$ cat src/rtl/led_trail_pwm.sv
// LED trail PWM driver: per-LED brightness (MAX on hit, decays per frame); optional LED_TRAIL_GAMMA_EN squares duty.
// Latency: 1 cycle counter/brightness to led_out; brightness changes only on frame boundaries.
// Backpressure: none; pattern strobes always accepted (last wins), enable=0 freezes timing and blanks output.
module led_trail_pwm #(
  parameter int NUM_LEDS   = 10,
  parameter int PWM_BITS   = 4,
  parameter int PRESCALE   = 8,
  parameter int DECAY_STEP = 2
) (
  input  logic                clk,
  input  logic                rst_n,
  input  logic [NUM_LEDS-1:0] pattern_in,
  input  logic                pattern_valid,
  input  logic                enable,
  output logic [NUM_LEDS-1:0] led_out,
  output logic                frame_start
);

  localparam int PS_W = (PRESCALE > 1) ? $clog2(PRESCALE) : 1;
  localparam logic [PS_W-1:0]     PS_LAST = PS_W'(PRESCALE - 1);
  localparam logic [PWM_BITS-1:0] MAXV    = '1;
  localparam logic [PWM_BITS:0]   DEC     = (PWM_BITS + 1)'(DECAY_STEP);

  logic [PS_W-1:0]                         prescale_cnt;
  logic [PWM_BITS-1:0]                     pwm_cnt;
  logic [NUM_LEDS-1:0]                     pattern_q;
  logic [NUM_LEDS-1:0][PWM_BITS-1:0]       bright;
  logic [NUM_LEDS-1:0][PWM_BITS-1:0]       next_bright;
  logic [NUM_LEDS-1:0][PWM_BITS-1:0]       duty;
  logic [NUM_LEDS-1:0]                     led_nxt;
  logic                                    tick;
  logic                                    boundary;

  assign tick     = enable && (prescale_cnt == PS_LAST);
  assign boundary = tick && (pwm_cnt == MAXV);

  for (genvar i = 0; i < NUM_LEDS; i++) begin : g_led
    logic              eff_bit;
    logic [PWM_BITS:0] diff;

    // A strobe landing on the boundary cycle takes effect in the frame that starts next.
    assign eff_bit = pattern_valid ? pattern_in[i] : pattern_q[i];
    assign diff    = {1'b0, bright[i]} - DEC;
    assign next_bright[i] = eff_bit ? MAXV
                          : (diff[PWM_BITS] ? '0 : diff[PWM_BITS-1:0]);

`ifdef LED_TRAIL_GAMMA_EN
    logic [2*PWM_BITS-1:0] prod;
    assign prod    = {{PWM_BITS{1'b0}}, bright[i]} * {{PWM_BITS{1'b0}}, bright[i]};
    assign duty[i] = prod[2*PWM_BITS-1:PWM_BITS];
`else
    assign duty[i] = bright[i];
`endif

    assign led_nxt[i] = enable && (pwm_cnt < duty[i]);
  end

  always_ff @(posedge clk or negedge rst_n) begin
    if (!rst_n) begin
      prescale_cnt <= '0;
      pwm_cnt      <= '0;
      pattern_q    <= '0;
      bright       <= '0;
      led_out      <= '0;
      frame_start  <= 1'b0;
    end else begin
      if (enable) begin
        prescale_cnt <= tick ? '0 : prescale_cnt + 1'b1;
      end
      if (tick) begin
        pwm_cnt <= pwm_cnt + 1'b1;
      end
      if (pattern_valid) begin
        pattern_q <= pattern_in;
      end
      if (boundary) begin
        bright <= next_bright;
      end
      led_out     <= led_nxt;
      frame_start <= boundary;
    end
  end

endmodule

$ cat config.mk
export PLATFORM = sky130hd
export DESIGN_NAME = led_trail_pwm
export DESIGN_NICKNAME = d
export VERILOG_FILES = /design/src/rtl/led_trail_pwm.sv
export SDC_FILE = /design/constraint.sdc
export NUM_CORES = 1
export LEC_CHECK = 0
export CELL_PAD_IN_SITES_DETAIL_PLACEMENT = 1
export CELL_PAD_IN_SITES_GLOBAL_PLACEMENT = 1
export CORE_MARGIN = 4
export CORE_UTILIZATION = 33
export CTS_BUF_LIST = sky130_fd_sc_hd__clkbuf_16
export DETAILED_ROUTE_END_ITERATION = 8
export PLACE_DENSITY = 0.57
export SYNTH_ARGS = -nofsm -noshare
export SYNTH_HDL_FRONTEND = slang
export SYNTH_SLANG_ARGS = --single-unit
$ cat constraint.sdc
create_clock -name clk -period 2.3 [get_ports clk]
set_clock_uncertainty 0.15 [all_clocks]
set_input_delay 0.69 -clock clk [delete_from_list [all_inputs] [get_ports clk]]
set_output_delay 0.69 -clock clk [all_outputs]
set_load 0.02 [all_outputs]
# After elaboration in Yosys (flattened, before gate mapping)
# Index checks and enable logic that the tools add are counted.
# classes
add_sub_neg	12
multipliers	0
div_mod_pow	0
n_lt_le_gt_ge	10
n_eq_ne	2
n_shift	0
muxes	31
bitwise_logic	0
n_reduce_logical	12
# ops
op	n
4-bit two-way mux	20
4-bit by 2-bit subtractor with 5-bit output (second input constant)	10
4-bit less-than comparator	10
1-bit logical AND	12
1-bit two-way mux	10
4-bit by 1-bit adder with 4-bit output (second input constant)	1
4-bit == test (second input constant)	1
3-bit by 1-bit adder with 3-bit output (second input constant)	1
3-bit == test (second input constant)	1
3-bit two-way mux	1
# word_totals
regBits	68
latchBits	0
mem_bits_rw	0
mem_bits_ro	0
input_bits	14
out_inout_bits	11
word_cells	82
mem_count	0

# Longest topological paths before layout
# depth
ltp_word	3
mapped_depth	9
ltp_nobuf	7

# Least setup slack after synthesis
# OpenSTA, ideal clock, no wires.
# synth_timing
path_type	input to register
start	input port pattern_valid
end	register bright[26] (netlist bit)
setup_ns	0.141
t_arrival_ns	1.605
t_required_ns	2.009
setup_slack_ns	0.404
stages	5
path_buffers	1
cell_sequence	buf_2 > mux2i_1 > nand3_1 > a21oi_1 > a31oi_1
# synth_via
elab_chain_len	2
# synth_rtl
item	line	text
start: declaration	13	input logic pattern_valid,
1-bit two-way mux	42	assign eff_bit = pattern_valid ? pattern_in[i] : pattern_q[i];
4-bit two-way mux	44	assign next_bright[i] = eff_bit ? MAXV
end signal: assignment	77	bright <= next_bright;
end: declaration	27	logic [NUM_LEDS-1:0][PWM_BITS-1:0] bright;
# Every way passes these cells.
# A chain may end at the register's enable or synchronous reset.

# Worst setup path in the final report
# layout_timing
start	input port enable
end	register bright[24] (netlist bit)
# layout_via
elab_chain_len	2
# layout_rtl
item	line	text
start: declaration	14	input logic enable,
1-bit logical AND	34	assign tick = enable && (prescale_cnt == PS_LAST);
1-bit logical AND	35	assign boundary = tick && (pwm_cnt == MAXV);
# Every way passes these cells.

==> impl_table.tex <==
\begin{tabular}{lr}
\hline
Metric & Value \\
\hline
\multicolumn{2}{l}{\textbf{Logic synthesis}} \\
\quad Main flop type after synthesis & dfrtp\_1 \\
\quad Library cell occupying the most area in the post-synthesis netlist & dfrtp\_1 \\
\quad Mean instance size in the synthesized netlist & 10.5 sq um \\
\quad Fraction of post-synthesis cell area in the top cell type by area & 44.9\% \\
\quad Most frequent cells after synthesis & dfrtp\_1 (68), ha\_1 (43), inv\_1 (42) \\
\quad Summed instance area of the synthesized netlist & 0.00379 sq mm \\
\quad Cell count after synthesis & 361 \\
\quad Number of flip-flops and latches in the synthesized netlist & 68 \\
\quad Biggest area contributors in the synthesized netlist & dfrtp\_1 (45\%), ha\_1 (14\%), a21o\_1 (5.9\%) \\
\quad Synth warnings & 0 \\
\quad Async set-or-reset flop fraction in the synthesized netlist & 100\% \\
\quad Seq/Total Area, Yosys & 44.9\% \\
\quad Number of enable flip-flop cells after synthesis & 0 \\
\quad Leading cell type by number of instances after synthesis & dfrtp\_1 \\
\quad Number of distinct library cells after synthesis & 29 \\
\quad Synth Net Count & 418 \\
\multicolumn{2}{l}{\textbf{Drt}} \\
\quad Avg WL per Cell & 16.4 um \\
\quad Count of unresolved DRC violations after routing & 0 \\
\quad Initial DRT Pass Iterations & 4 \\
\quad Initial DRC count & 118 \\
\quad Total via count after detailed routing & 2896 \\
\quad Count of antenna-violating nets left after detailed routing & 0 \\
\quad DR vias/cell & 5.12 \\
\quad Total wire length & 9.31 mm \\
\multicolumn{2}{l}{\textbf{Place}} \\
\quad Setup slack after placement & -0.175 ns \\
\quad Post-detail-place hpwl & 6.61 mm \\
\quad Placer's final routability congestion estimate & 0.775 \\
\quad IO buf count & 24 \\
\multicolumn{2}{l}{\textbf{Clock network}} \\
\quad Worst-path clk slew & 0.05 ns \\
\quad H-tree levels & 3 \\
\quad \# resized after CTS & 0 \\
\quad Number of sinks driven by the clock tree & 68 \\
\quad CTS root buf & clkbuf\_16 \\
\quad Number of CTS-inserted buffers & 9 \\
\quad Post-CTS Setup Repair Bufs & 0 \\
\quad TritonCTS clock tree & yes \\
\quad Maximum root-to-sink buffer count & 2 \\
\quad Clock Latency Late Sink & 0.33 ns \\
\quad Hold-fix buffers at CTS & 0 \\
\multicolumn{2}{l}{\textbf{Floorplan}} \\
\quad Die Span Y & 115 um \\
\quad Overall die area & 0.0133 sq mm \\
\quad \# rows & 38 \\
\quad Width of the chip & 115 um \\
\quad Total I/O pin count & 25 \\
\quad Core outline area & 0.0110 sq mm \\
\quad Initial core utilization & 34.4\% \\
\multicolumn{2}{l}{\textbf{Worst setup path}} \\
\quad Minimum setup slack among reg-to-reg paths & 0.26 ns \\
\quad Arrival time worst endpoint & 2.19 ns \\
\quad Worst endpoint required time & 2.35 ns \\
\quad Worst setup SP type & input port \\
\quad Worst-case reg-to-reg path depth & 7 \\
\quad Category of the worst setup path capture point & register \\
\quad Critical path class & input port to register \\
\quad R2R Path Start & prescale\_cnt[0]\$\_DFFE\_PN0P\_ \\
\quad Critical Path Fanout Max & 30 \\
\quad R2R Path End & bright[24]\$\_DFFE\_PN0P\_ \\
\multicolumn{2}{l}{\textbf{Timing}} \\
\quad Count of endpoints failing hold in the final timing report & 0 \\
\quad Count of final max-slew check failures & 0 \\
\quad Final min period & 2.14 ns \\
\quad Transition time at the pin with the least slew margin & 0.360 ns \\
\quad Relative slew slack & 75.3\% \\
\quad Setup WS post-layout & 0.164 ns \\
\quad Post-route fraction of the period consumed by the critical path & 92.9\% \\
\quad Worst slack on hold paths & 0.0607 ns \\
\quad Highest achievable clock rate & 468 MHz \\
\quad RSZ-0062 raised after global routing & false \\
\quad Number of endpoints failing setup at the final stage & 0 \\
\multicolumn{2}{l}{\textbf{Finish}} \\
\quad Share of final-layout standard cells stronger than drive strength 1 & 14.3\% \\
\quad Total Nets Final & 478 \\
\quad Filler cells & 1222 \\
\quad Layout overhead on the synthesized area & 24.6\% \\
\quad Antenna cell count & 0 \\
\multicolumn{2}{l}{\textbf{Global routing}} \\
\quad Total global-route track usage & 15.4\% \\
\quad Largest net degree at the start of global routing & 31 \\
\quad Global-route wire length before repair & 16.0 mm \\
\quad Vias in the first global route & 3236 \\
\quad Initial antenna violation count & 0 \\
\quad GRT Residual Overflow & 0 \\
\multicolumn{2}{l}{\textbf{Status}} \\
\quad Result of the run & finished, final reports clean \\
\multicolumn{2}{l}{\textbf{Run}} \\
\quad Maxcap violations & 0 \\
\multicolumn{2}{l}{\textbf{Power and ir drop}} \\
\quad Final Power & 3.62 mW \\
\quad Power per unit of standard cell area & 766 mW/mm\^{}2 \\
\quad Static leakage power & 2.23 nW \\
\quad Maximum vdd drop & 0.417 mV \\
\multicolumn{2}{l}{\textbf{Min path}} \\
\quad Type of the tightest min-delay check & input port to async pin \\
\hline
\end{tabular}
[critical path: stages]
cell and delay [ns]:
clkdlybuf4s50_1 0.51, nand3_2 0.11, or2_1 0.31, buf_12 0.20
o41ai_2 0.25, o21ai_1 0.11
[kinds of logic (layout without fill, tap and decap cells)]
group	Yosys count	in the layout	share of synthesized area [%]
AOI/OAI and AO/OA	122	122	22.4
DFF	68	68	44.9
and+or+nand+nor	58	58	8.21
buffers and inverters	55	120	6.50
adders and majority gates	43	43	14.2
muxes	12	12	3.20
xor gates and xnor gates	3	3	0.693
[layout by cell type, fill, tap and decap left out, drive strengths merged, types with 2 or more instances in the layout]
cell and n:
nand3b 2, clkdlybuf4s50 23, a31oi 20, nand3 11, o41ai 10, buf 38, or2b 6, inv 45
xnor2 2, mux2i 11, nand2 11, o211ai 10, o21ai 22, dfrtp 68, clkbuf 9, a21oi 30
nor2 10, nand2b 15, a21o 30, ha 43, clkinv 5
[worst max path at each step]
| stage | startpoint | cells after the start | endpoint |
|---|---|---|---|
| global route | enable | 6 | bright[24]$_DFFE_PN0P_ |
| floorplan | pattern_valid | 5 | bright[26]$_DFFE_PN0P_ |
| CTS | enable | 6 | bright[24]$_DFFE_PN0P_ |
| global placement | enable | 7 | bright[11]$_DFFE_PN0P_ |
| detailed placement | enable | 6 | bright[24]$_DFFE_PN0P_ |
| finish | enable | 6 | bright[24]$_DFFE_PN0P_ |
[metal layers]
layer | share of wire, % | vias to the layer above | routed length (um) | track usage (%)
met3 | 3.2 | 11 | 297 | 3.58
li1 | - | 1406 | - | -
met2 | 46 | 42 | 4300 | 25.3
met5 | 0 | - | 0 | 0
met4 | 1.2 | 0 | 113 | 3.60
met1 | 49 | 1437 | 4600 | 20.7
[flip-flops by register name, summed over array words and instances (netlist names)]
register	cells
led_out	10
pattern_q	10
prescale_cnt	3
frame_start	1
pwm_cnt	4
bright	40
[power by group]
group          switching (mW)  internal (mW)
clock                   0.492          0.704
sequential             0.0546           1.33
combinational           0.504          0.530
[layout make-up]
type	count	area [sq um]	area share (%)
clock buffers	9	225	4.77
clock inverters	7	27.5	0.582
inverters	43	163	3.44
multi-input cells	238	1850	39.1
flip-flops and latches	68	1700	36.0
well taps	140	175	3.71
repair buffers	61	588	12.4
[per-stage QoR]
stage / std cells / util, % / setup TNS, ns / instance area (sq um)
after floorplan: 361 / - / 0 / 3790
after global placement: 550 / 40.6 / -2.21 / 4470
after detailed placement: 550 / 40.6 / -3.27 / 4470
after CTS: 566 / 42.8 / 0 / 4730
after global routing: 566 / 42.8 / 0 / 4730
final: 566 / 42.8 / 0 / 4730
(Power assumes the default switching activity.)
